<file path="config.mk">
export PLATFORM = sky130hd
export DESIGN_NAME = stream_demux4_flat
export DESIGN_NICKNAME = d
export VERILOG_FILES = /design/src/rtl/stream_demux4_pkg.sv /design/src/rtl/stream_demux4_if.sv /design/src/rtl/stream_demux4_slot.sv /design/src/rtl/stream_demux4.sv /design/src/flat_wrapper.sv
export SDC_FILE = /design/constraint.sdc
export NUM_CORES = 1
export LEC_CHECK = 0
export ABC_AREA = 1
export BUFFER_PORTS_ARGS = -buffer_cell sky130_fd_sc_hd__buf_4
export CORE_MARGIN = 1
export CORE_UTILIZATION = 30
export CTS_CLUSTER_SIZE = 14
export DETAILED_ROUTE_END_ITERATION = 8
export SYNTH_ARGS = -nofsm -noshare
export SYNTH_HDL_FRONTEND = slang
export SYNTH_SLANG_ARGS = --single-unit
</file>
<file path="constraint.sdc">
create_clock -name clk -period 2.2 [get_ports clk]
set_input_delay 0.44 -clock clk [delete_from_list [all_inputs] [get_ports clk]]
set_output_delay 0.44 -clock clk [all_outputs]
set_load 0.05 [all_outputs]
</file>
<file path="src/rtl/stream_demux4_pkg.sv">
// Shared types for the 1:4 stream demux: channel count, destination index, round-robin step.
// Latency: n/a (types only). Backpressure: n/a.
package stream_demux4_pkg;
  localparam int NUM_OUT = 4;

  typedef logic [1:0] dest_t;

  function automatic dest_t rr_next(input dest_t p);
    return p + 2'd1;
  endfunction
endpackage

</file>
<file path="src/rtl/stream_demux4_if.sv">
// Bundle of the demux input stream and its four output channels; in_rr exists only with STREAM_DEMUX4_RR_EN.
// Latency: n/a (wiring). Backpressure: in_ready / outN_ready carried here.
// The master side is the producer/consumers; the slave side is the demux itself.
interface stream_demux4_if #(parameter int WIDTH = 1);
  import stream_demux4_pkg::*;

  logic [WIDTH-1:0] in_data;
  dest_t            in_sel;
  logic             in_valid;
  logic             in_ready;
`ifdef STREAM_DEMUX4_RR_EN
  logic             in_rr;
`endif
  logic [WIDTH-1:0] out1_data, out2_data, out3_data, out4_data;
  logic             out1_valid, out2_valid, out3_valid, out4_valid;
  logic             out1_ready, out2_ready, out3_ready, out4_ready;

  modport master (
`ifdef STREAM_DEMUX4_RR_EN
    output in_rr,
`endif
    output in_data, in_sel, in_valid,
    input  in_ready,
    input  out1_data, out2_data, out3_data, out4_data,
    input  out1_valid, out2_valid, out3_valid, out4_valid,
    output out1_ready, out2_ready, out3_ready, out4_ready
  );

  modport slave (
`ifdef STREAM_DEMUX4_RR_EN
    input  in_rr,
`endif
    input  in_data, in_sel, in_valid,
    output in_ready,
    output out1_data, out2_data, out3_data, out4_data,
    output out1_valid, out2_valid, out3_valid, out4_valid,
    input  out1_ready, out2_ready, out3_ready, out4_ready
  );
endinterface

</file>
<file path="src/rtl/stream_demux4_slot.sv">
// One-entry holding register for a demux output channel; load wins over drain.
// Latency: loaded word visible the cycle after load. Backpressure: owner must only load when empty or draining.
module stream_slot #(
  parameter int WIDTH = 1
) (
  input  logic             clk,
  input  logic             rst,
  input  logic             load,
  input  logic [WIDTH-1:0] load_data,
  input  logic             drain,
  output logic             slot_valid,
  output logic [WIDTH-1:0] slot_data
);
  always_ff @(posedge clk) begin
    if (rst) begin
      slot_valid <= 1'b0;
      slot_data  <= '0;
    end else if (load) begin
      slot_valid <= 1'b1;
      slot_data  <= load_data;
    end else if (drain) begin
      slot_valid <= 1'b0;
    end
  end
endmodule

</file>
<file path="src/rtl/stream_demux4.sv">
// 1:4 registered stream demux: routes each input word to one of four one-entry output slots (round-robin via STREAM_DEMUX4_RR_EN).
// Latency: 1 cycle input to output, full throughput. Backpressure: in_ready drops only when the selected slot is full and not draining.
module stream_demux4
  import stream_demux4_pkg::*;
#(
  parameter int WIDTH = 1
) (
  input logic            clk,
  input logic            rst,
  stream_demux4_if.slave bus
);
  dest_t                dest;
  logic                 accept;
  logic [NUM_OUT-1:0]   slot_vld;
  logic [NUM_OUT-1:0]   out_rdy;
  logic [WIDTH-1:0]     slot_dat [NUM_OUT];

  assign out_rdy = {bus.out4_ready, bus.out3_ready, bus.out2_ready, bus.out1_ready};

`ifdef STREAM_DEMUX4_RR_EN
  dest_t rr_ptr;

  assign dest = bus.in_rr ? rr_ptr : bus.in_sel;

  always_ff @(posedge clk) begin
    if (rst) begin
      rr_ptr <= '0;
    end else if (accept && bus.in_rr) begin
      rr_ptr <= rr_next(rr_ptr);
    end
  end
`else
  assign dest = bus.in_sel;
`endif

  // Ready is independent of in_valid so producers may wait on it before asserting valid.
  assign bus.in_ready = ~slot_vld[dest] | out_rdy[dest];
  assign accept       = bus.in_valid & bus.in_ready;

  for (genvar i = 0; i < NUM_OUT; i++) begin : g_slot
    stream_slot #(.WIDTH(WIDTH)) u_slot (
      .clk        (clk),
      .rst        (rst),
      .load       (accept && (dest == dest_t'(i))),
      .load_data  (bus.in_data),
      .drain      (slot_vld[i] & out_rdy[i]),
      .slot_valid (slot_vld[i]),
      .slot_data  (slot_dat[i])
    );
  end

  assign bus.out1_valid = slot_vld[0];
  assign bus.out2_valid = slot_vld[1];
  assign bus.out3_valid = slot_vld[2];
  assign bus.out4_valid = slot_vld[3];
  assign bus.out1_data  = slot_dat[0];
  assign bus.out2_data  = slot_dat[1];
  assign bus.out3_data  = slot_dat[2];
  assign bus.out4_data  = slot_dat[3];
endmodule

</file>
<file path="src/flat_wrapper.sv">
// flat-port wrapper written by rule: the top's interface ports become plain ports
module stream_demux4_flat import stream_demux4_pkg::*;
#(
  parameter int WIDTH = 1
)
  (clk, rst, bus_in_data, bus_in_sel, bus_in_valid, bus_in_ready, bus_out1_data, bus_out2_data, bus_out3_data, bus_out4_data, bus_out1_valid, bus_out2_valid, bus_out3_valid, bus_out4_valid, bus_out1_ready, bus_out2_ready, bus_out3_ready, bus_out4_ready);
  stream_demux4_if #(.WIDTH(WIDTH)) bus_i ();
  input logic clk;
  input logic rst;
  input wire logic [$bits(bus_i.in_data)-1:0] bus_in_data;
  input wire logic [$bits(bus_i.in_sel)-1:0] bus_in_sel;
  input wire logic [$bits(bus_i.in_valid)-1:0] bus_in_valid;
  output wire logic [$bits(bus_i.in_ready)-1:0] bus_in_ready;
  output wire logic [$bits(bus_i.out1_data)-1:0] bus_out1_data;
  output wire logic [$bits(bus_i.out2_data)-1:0] bus_out2_data;
  output wire logic [$bits(bus_i.out3_data)-1:0] bus_out3_data;
  output wire logic [$bits(bus_i.out4_data)-1:0] bus_out4_data;
  output wire logic [$bits(bus_i.out1_valid)-1:0] bus_out1_valid;
  output wire logic [$bits(bus_i.out2_valid)-1:0] bus_out2_valid;
  output wire logic [$bits(bus_i.out3_valid)-1:0] bus_out3_valid;
  output wire logic [$bits(bus_i.out4_valid)-1:0] bus_out4_valid;
  input wire logic [$bits(bus_i.out1_ready)-1:0] bus_out1_ready;
  input wire logic [$bits(bus_i.out2_ready)-1:0] bus_out2_ready;
  input wire logic [$bits(bus_i.out3_ready)-1:0] bus_out3_ready;
  input wire logic [$bits(bus_i.out4_ready)-1:0] bus_out4_ready;
  assign bus_i.in_data = bus_in_data;
  assign bus_i.in_sel = bus_in_sel;
  assign bus_i.in_valid = bus_in_valid;
  assign bus_in_ready = bus_i.in_ready;
  assign bus_out1_data = bus_i.out1_data;
  assign bus_out2_data = bus_i.out2_data;
  assign bus_out3_data = bus_i.out3_data;
  assign bus_out4_data = bus_i.out4_data;
  assign bus_out1_valid = bus_i.out1_valid;
  assign bus_out2_valid = bus_i.out2_valid;
  assign bus_out3_valid = bus_i.out3_valid;
  assign bus_out4_valid = bus_i.out4_valid;
  assign bus_i.out1_ready = bus_out1_ready;
  assign bus_i.out2_ready = bus_out2_ready;
  assign bus_i.out3_ready = bus_out3_ready;
  assign bus_i.out4_ready = bus_out4_ready;
  stream_demux4 #(.WIDTH(WIDTH)) u_core (.clk(clk), .rst(rst), .bus(bus_i));
endmodule
</file>
* Yosys cells after proc, flatten, opt, wreduce, memory -nomap -nowiden
Index checks and enable logic that the tools add are counted.
** Word-level totals
- Input port bits :: 10
- Register bits :: 8
- Word-level logic and storage cells :: 40
** Cells by class
- Bitwise logic cells :: 7
- Reduce and logical (&&, ||, !) cells :: 9
- Muxes and demuxes :: 12
- Magnitude comparators :: 1
- Eq/ne operators :: 3
** Operators with widths (count)
- $mux W1 :: 10
- $reduce_bool A2 Y1 :: 4
- $and A1 B1 Y1 :: 5
- $bmux W1 S2 :: 2
- $eq A2 B2 Y1 const B :: 2
- $logic_and A1 B1 Y1 :: 4
- $lt A2 B3 Y1 const B :: 1
- $eq A2 B1 Y1 const B :: 1
- $logic_not A2 Y1 :: 1
- $not A1 Y1 :: 1
- $or A1 B1 Y1 :: 1

* Depth between registers and ports, before layout
- Depth after elaboration :: 7
- Depth in mapped cells :: 11
- Mapped depth without buffers :: 10

* By module
A second synthesis with hierarchy kept.
** Second synthesis, totals
- Cell total of the unflattened synthesis :: 74
- Area total of the unflattened synthesis :: 454.2 um2
** Modules (own cells, without submodules)
- stream_slot :: times used 4, cells an instance 9, area an instance 72.6 um2, sequential area each 40.0 um2
- stream_demux4 :: times used 1, cells an instance 38, area an instance 163.9 um2, sequential area each 0.0 um2

* Least setup slack after synthesis
OpenSTA, ideal clock, no wires.
- Kind :: reg-to-output
- Start point :: reg u_core.g_slot[3].u_slot.slot_valid
- End point :: out bus_in_ready
- Data arrival time :: 1.059 ns
- Slack :: 0.701 ns
- Stages on the path, launching flop included :: 6
- Path through :: dfxtp_1 nand2_1 nand2_1 nand2_1 nand2_2 nand2_4
** On the way
- Longest elaborated chain between the ends :: 4
** RTL lines
- start, declared :: line stream_demux4_slot.sv:11 : output logic slot_valid,
- start signal, assigned :: line stream_demux4_slot.sv:16 : slot_valid <= 1'b0;
- start signal, assigned :: line stream_demux4_slot.sv:19 : slot_valid <= 1'b1;
- start signal, assigned :: line stream_demux4_slot.sv:22 : slot_valid <= 1'b0;
- $bmux W1 S2 :: line stream_demux4.sv:37 : assign bus.in_ready = ~slot_vld[dest] | out_rdy[dest];
- $mux W1 (implied by the code) :: line stream_demux4.sv:37
- $not A1 Y1 :: line stream_demux4.sv:37
- $or A1 B1 Y1 :: line stream_demux4.sv:37
- end, declared :: line flat_wrapper.sv:13 : output wire logic [$bits(bus_i.in_ready)-1:0] bus_in_ready;
No other way between the ends. The select of a mux whose other input is x is not followed.

* Final worst setup path
- Start point :: in bus_in_sel[1]
- End point :: out bus_in_ready
** On the way
- Longest elaborated chain between the ends :: 4
- Elaborated cells on any way between the ends :: 6
- Classes of those cells :: mux: 4; bitwise: 2
** RTL lines
- start, declared :: line flat_wrapper.sv:11 : input wire logic [$bits(bus_i.in_sel)-1:0] bus_in_sel;
- $bmux W1 S2 :: line stream_demux4.sv:37
- $mux W1 (implied by the code) :: line stream_demux4.sv:37
- $not A1 Y1 :: line stream_demux4.sv:37
- $or A1 B1 Y1 * :: line stream_demux4.sv:37
Every way passes the cells marked *; elsewhere a longest branch is shown, timed or not. The select of a mux whose other input is x is not followed.

==> reports/metrics.yaml <==
final_common_cell: "nand2_1"
crit_buf_inv: 2
worstMarginPinSlew_ns: 0.146
cp-end-kind: "output pin"
ios: 19
cts_resized: 0
p_comb_share_pct: 25.6
cap_violations: 0
grt_overflow: 0
max_slew_margin_pct: 90.2
crit_slowest_cell: "buf_4"
p_sw_mw: 0.120
internal_power_mw: 0.248
worst_hold_path.endpoint: "u_core.g_slot[0].u_slot.slot_valid$_SDFFE_PP0P_"
ys_ff_latch: 8
placed_cells: 107
grt_start_max_net_pins: 10
power.share.clock_pct: 32.1
dp_hpwl_um: 777
cts_root_buf: "clkbuf_4"
num-nets-final: 107
p_sw_share_pct: 32.5
seq_power_share_pct: 42.3
power_density_nw_per_um2: 588
cp.arrival_ns: 1.20
postSynthAreaPerCell_um2: 6.12
start_util_pct: 34.1
reg2reg_depth: 9
antenna_cells: 0
outcome: "finished clean"
syn-num-nets: 86
grt_use_total_pct: 13.1
core_um2: 1370
yosys.area.top_type_share_pct: 34.4
timing.setup.tns_ns: 0
port_buffers: 18
path_delay_family: "simple AND/OR/NAND/NOR gates"
die-area_um2: 1710
cts_max_level: 1
ir_drop_mv: 0.223
grt_pass1_wl_mm: 1.42
final_cells: 110
crit_type: "primary input to output pin"
routed_via_density: 4.45
synth_area_leader_cell: "dfxtp_1"
report.final.slew_viol_count: 0
period_minus_slack_ns: 1.64
dr_total_vias: 489
cts_setup_buffers: 0
cp.required_ns: 1.76
first_global_vias: 390
synth_area_um2: 465
synth_cells: 76
path_cells: "buf_4 -> nor2_2 -> nand2_1 -> nand2_1 -> nor2_2 -> nand2_4 -> buf_4"
hold_viol: 0
cp_max_fo: 9
rsz0062_at_grt: "false"
hp-class: "primary input to flop"
drive_above_1_share_pct: 29.5
syn_to_final_growth_pct: 34.4
synth_seq_area_share_pct: 34.4
drtPass1Iterations: 4
drt_iter0_drc: 9
synth.distinct_cells: 13
drc: 0
tritoncts: "yes"
rrSetupSlack_ns: 1.16
setup.worst_path.start_class: "primary input"
fmax_mhz: 608
min_from: "rst"
whs_path_depth: 2
clk_pin_slew_ns: 0.06
synth_area_leaders: "dfxtp_1 (34%), nand2_1 (19%), inv_1 (12%)"
clock_skew_ns: 0.00188
setup_viol_count_final: 0
p_leak_nw: 0.351
rr_endpoint: "u_core.g_slot[3].u_slot.slot_data$_SDFFE_PP0P_"
slowest_delay_ns: 0.21
gp_congestion: 0.754
rows: 13
clock-sinks: 8
die_x_um: 41.4
clk_latency_ns: 0.26
holdBufCountCts: 0
drt_wl_total_mm: 1.00
antenna_found_initial: 0
rr_startpoint: "u_core.g_slot[2].u_slot.slot_valid$_SDFFE_PP0P_"
numCtsBuffers: 3
wire_per_inst_um: 9.11
critical_path_cell_count: 7
clk_path_buf_depth: 2
dieHeight_um: 41.4
yosysWarnings: 0
final_antenna_net_count: 0
fillCellCount: 152
period_share_pct: 74.8
mostFrequentLayoutCells: "nand2_1 (24), buf_4 (18), inv_1 (15)"
## final cells by class
class                   count  area, um^2  share of cell area (%)
clock buffers               3        22.5                    3.60
multi-input cells          49         225                    36.0
flip-flops and latches      8         160                    25.6
well taps                  15        18.8                    3.00
inverters                  17        63.8                    10.2
repair buffers             18         135                    21.6
## worst max-delay path by stage
| stage | slack (ns) | end | startpoint |
|---|---|---|---|
| final | 0.56 | bus_in_ready | bus_in_sel[1] |
| after global routing | 0.51 | bus_in_ready | bus_in_sel[1] |
| after CTS | 0.55 | bus_in_ready | bus_in_sel[1] |
| after detailed placement | 0.55 | bus_in_ready | bus_in_sel[1] |
| after global placement | 0.55 | bus_in_ready | bus_in_sel[1] |
| after floorplan | 0.70 | bus_in_ready | u_core.g_slot[3].u_slot.slot_valid$_SDFFE_PP0P_ |
## stage by stage
stage	area [um^2]	hold slack, ns	setup slack, ns	utilization, %	total power, mW
floorplan	465	0.509	0.701	-	0.223
global placement	603	0.475	0.547	44.1	0.253
detailed placement	603	0.473	0.547	44.1	0.253
CTS	626	0.374	0.546	45.8	0.372
global route	626	0.376	0.509	45.8	0.385
finish	626	0.375	0.555	45.8	0.368
## sequential cells by signal, summed over array words and instances, names as in the netlist
| name | count |
|---|---|
| u_core.g_slot.u_slot.slot_data | 4 |
| u_core.g_slot.u_slot.slot_valid | 4 |
## cell usage after synthesis
cell     instances
nand2_4          1
a21oi_1          4
nor2_2           3
dfxtp_1          8
nand2_1         24
buf_6            1
nor2_1           5
nand2_2          1
inv_2            2
nand4_1          4
nand3_1          7
inv_1           15
buf_2            1
## power groups by stage
stage	sequential, mW	combinational [mW]	clock, mW
final	0.156	0.0941	0.118
after global routing	0.156	0.103	0.126
after CTS	0.156	0.0949	0.121
after detailed placement	0.159	0.0945	0
after global placement	0.159	0.0938	0
after floorplan	0.182	0.0402	0
## metal layers
layer | vias up | share of wire (%) | global-route usage (%)
met1 | 200 | 47 | 16.1
met3 | 5 | 7.1 | 3.19
li1 | 267 | - | -
met4 | 0 | 3.6 | 9.68
met5 | - | 0 | 0
met2 | 17 | 42 | 19.5
## cells by family after synthesis
kind of cell	synth area share (%)
buffers and inverters	17.2
AOI/OAI and AO/OA	4.30
and+or+nand+nor	44.1
DFF	34.4
Note: power is estimated with default switching activity, not from simulation.
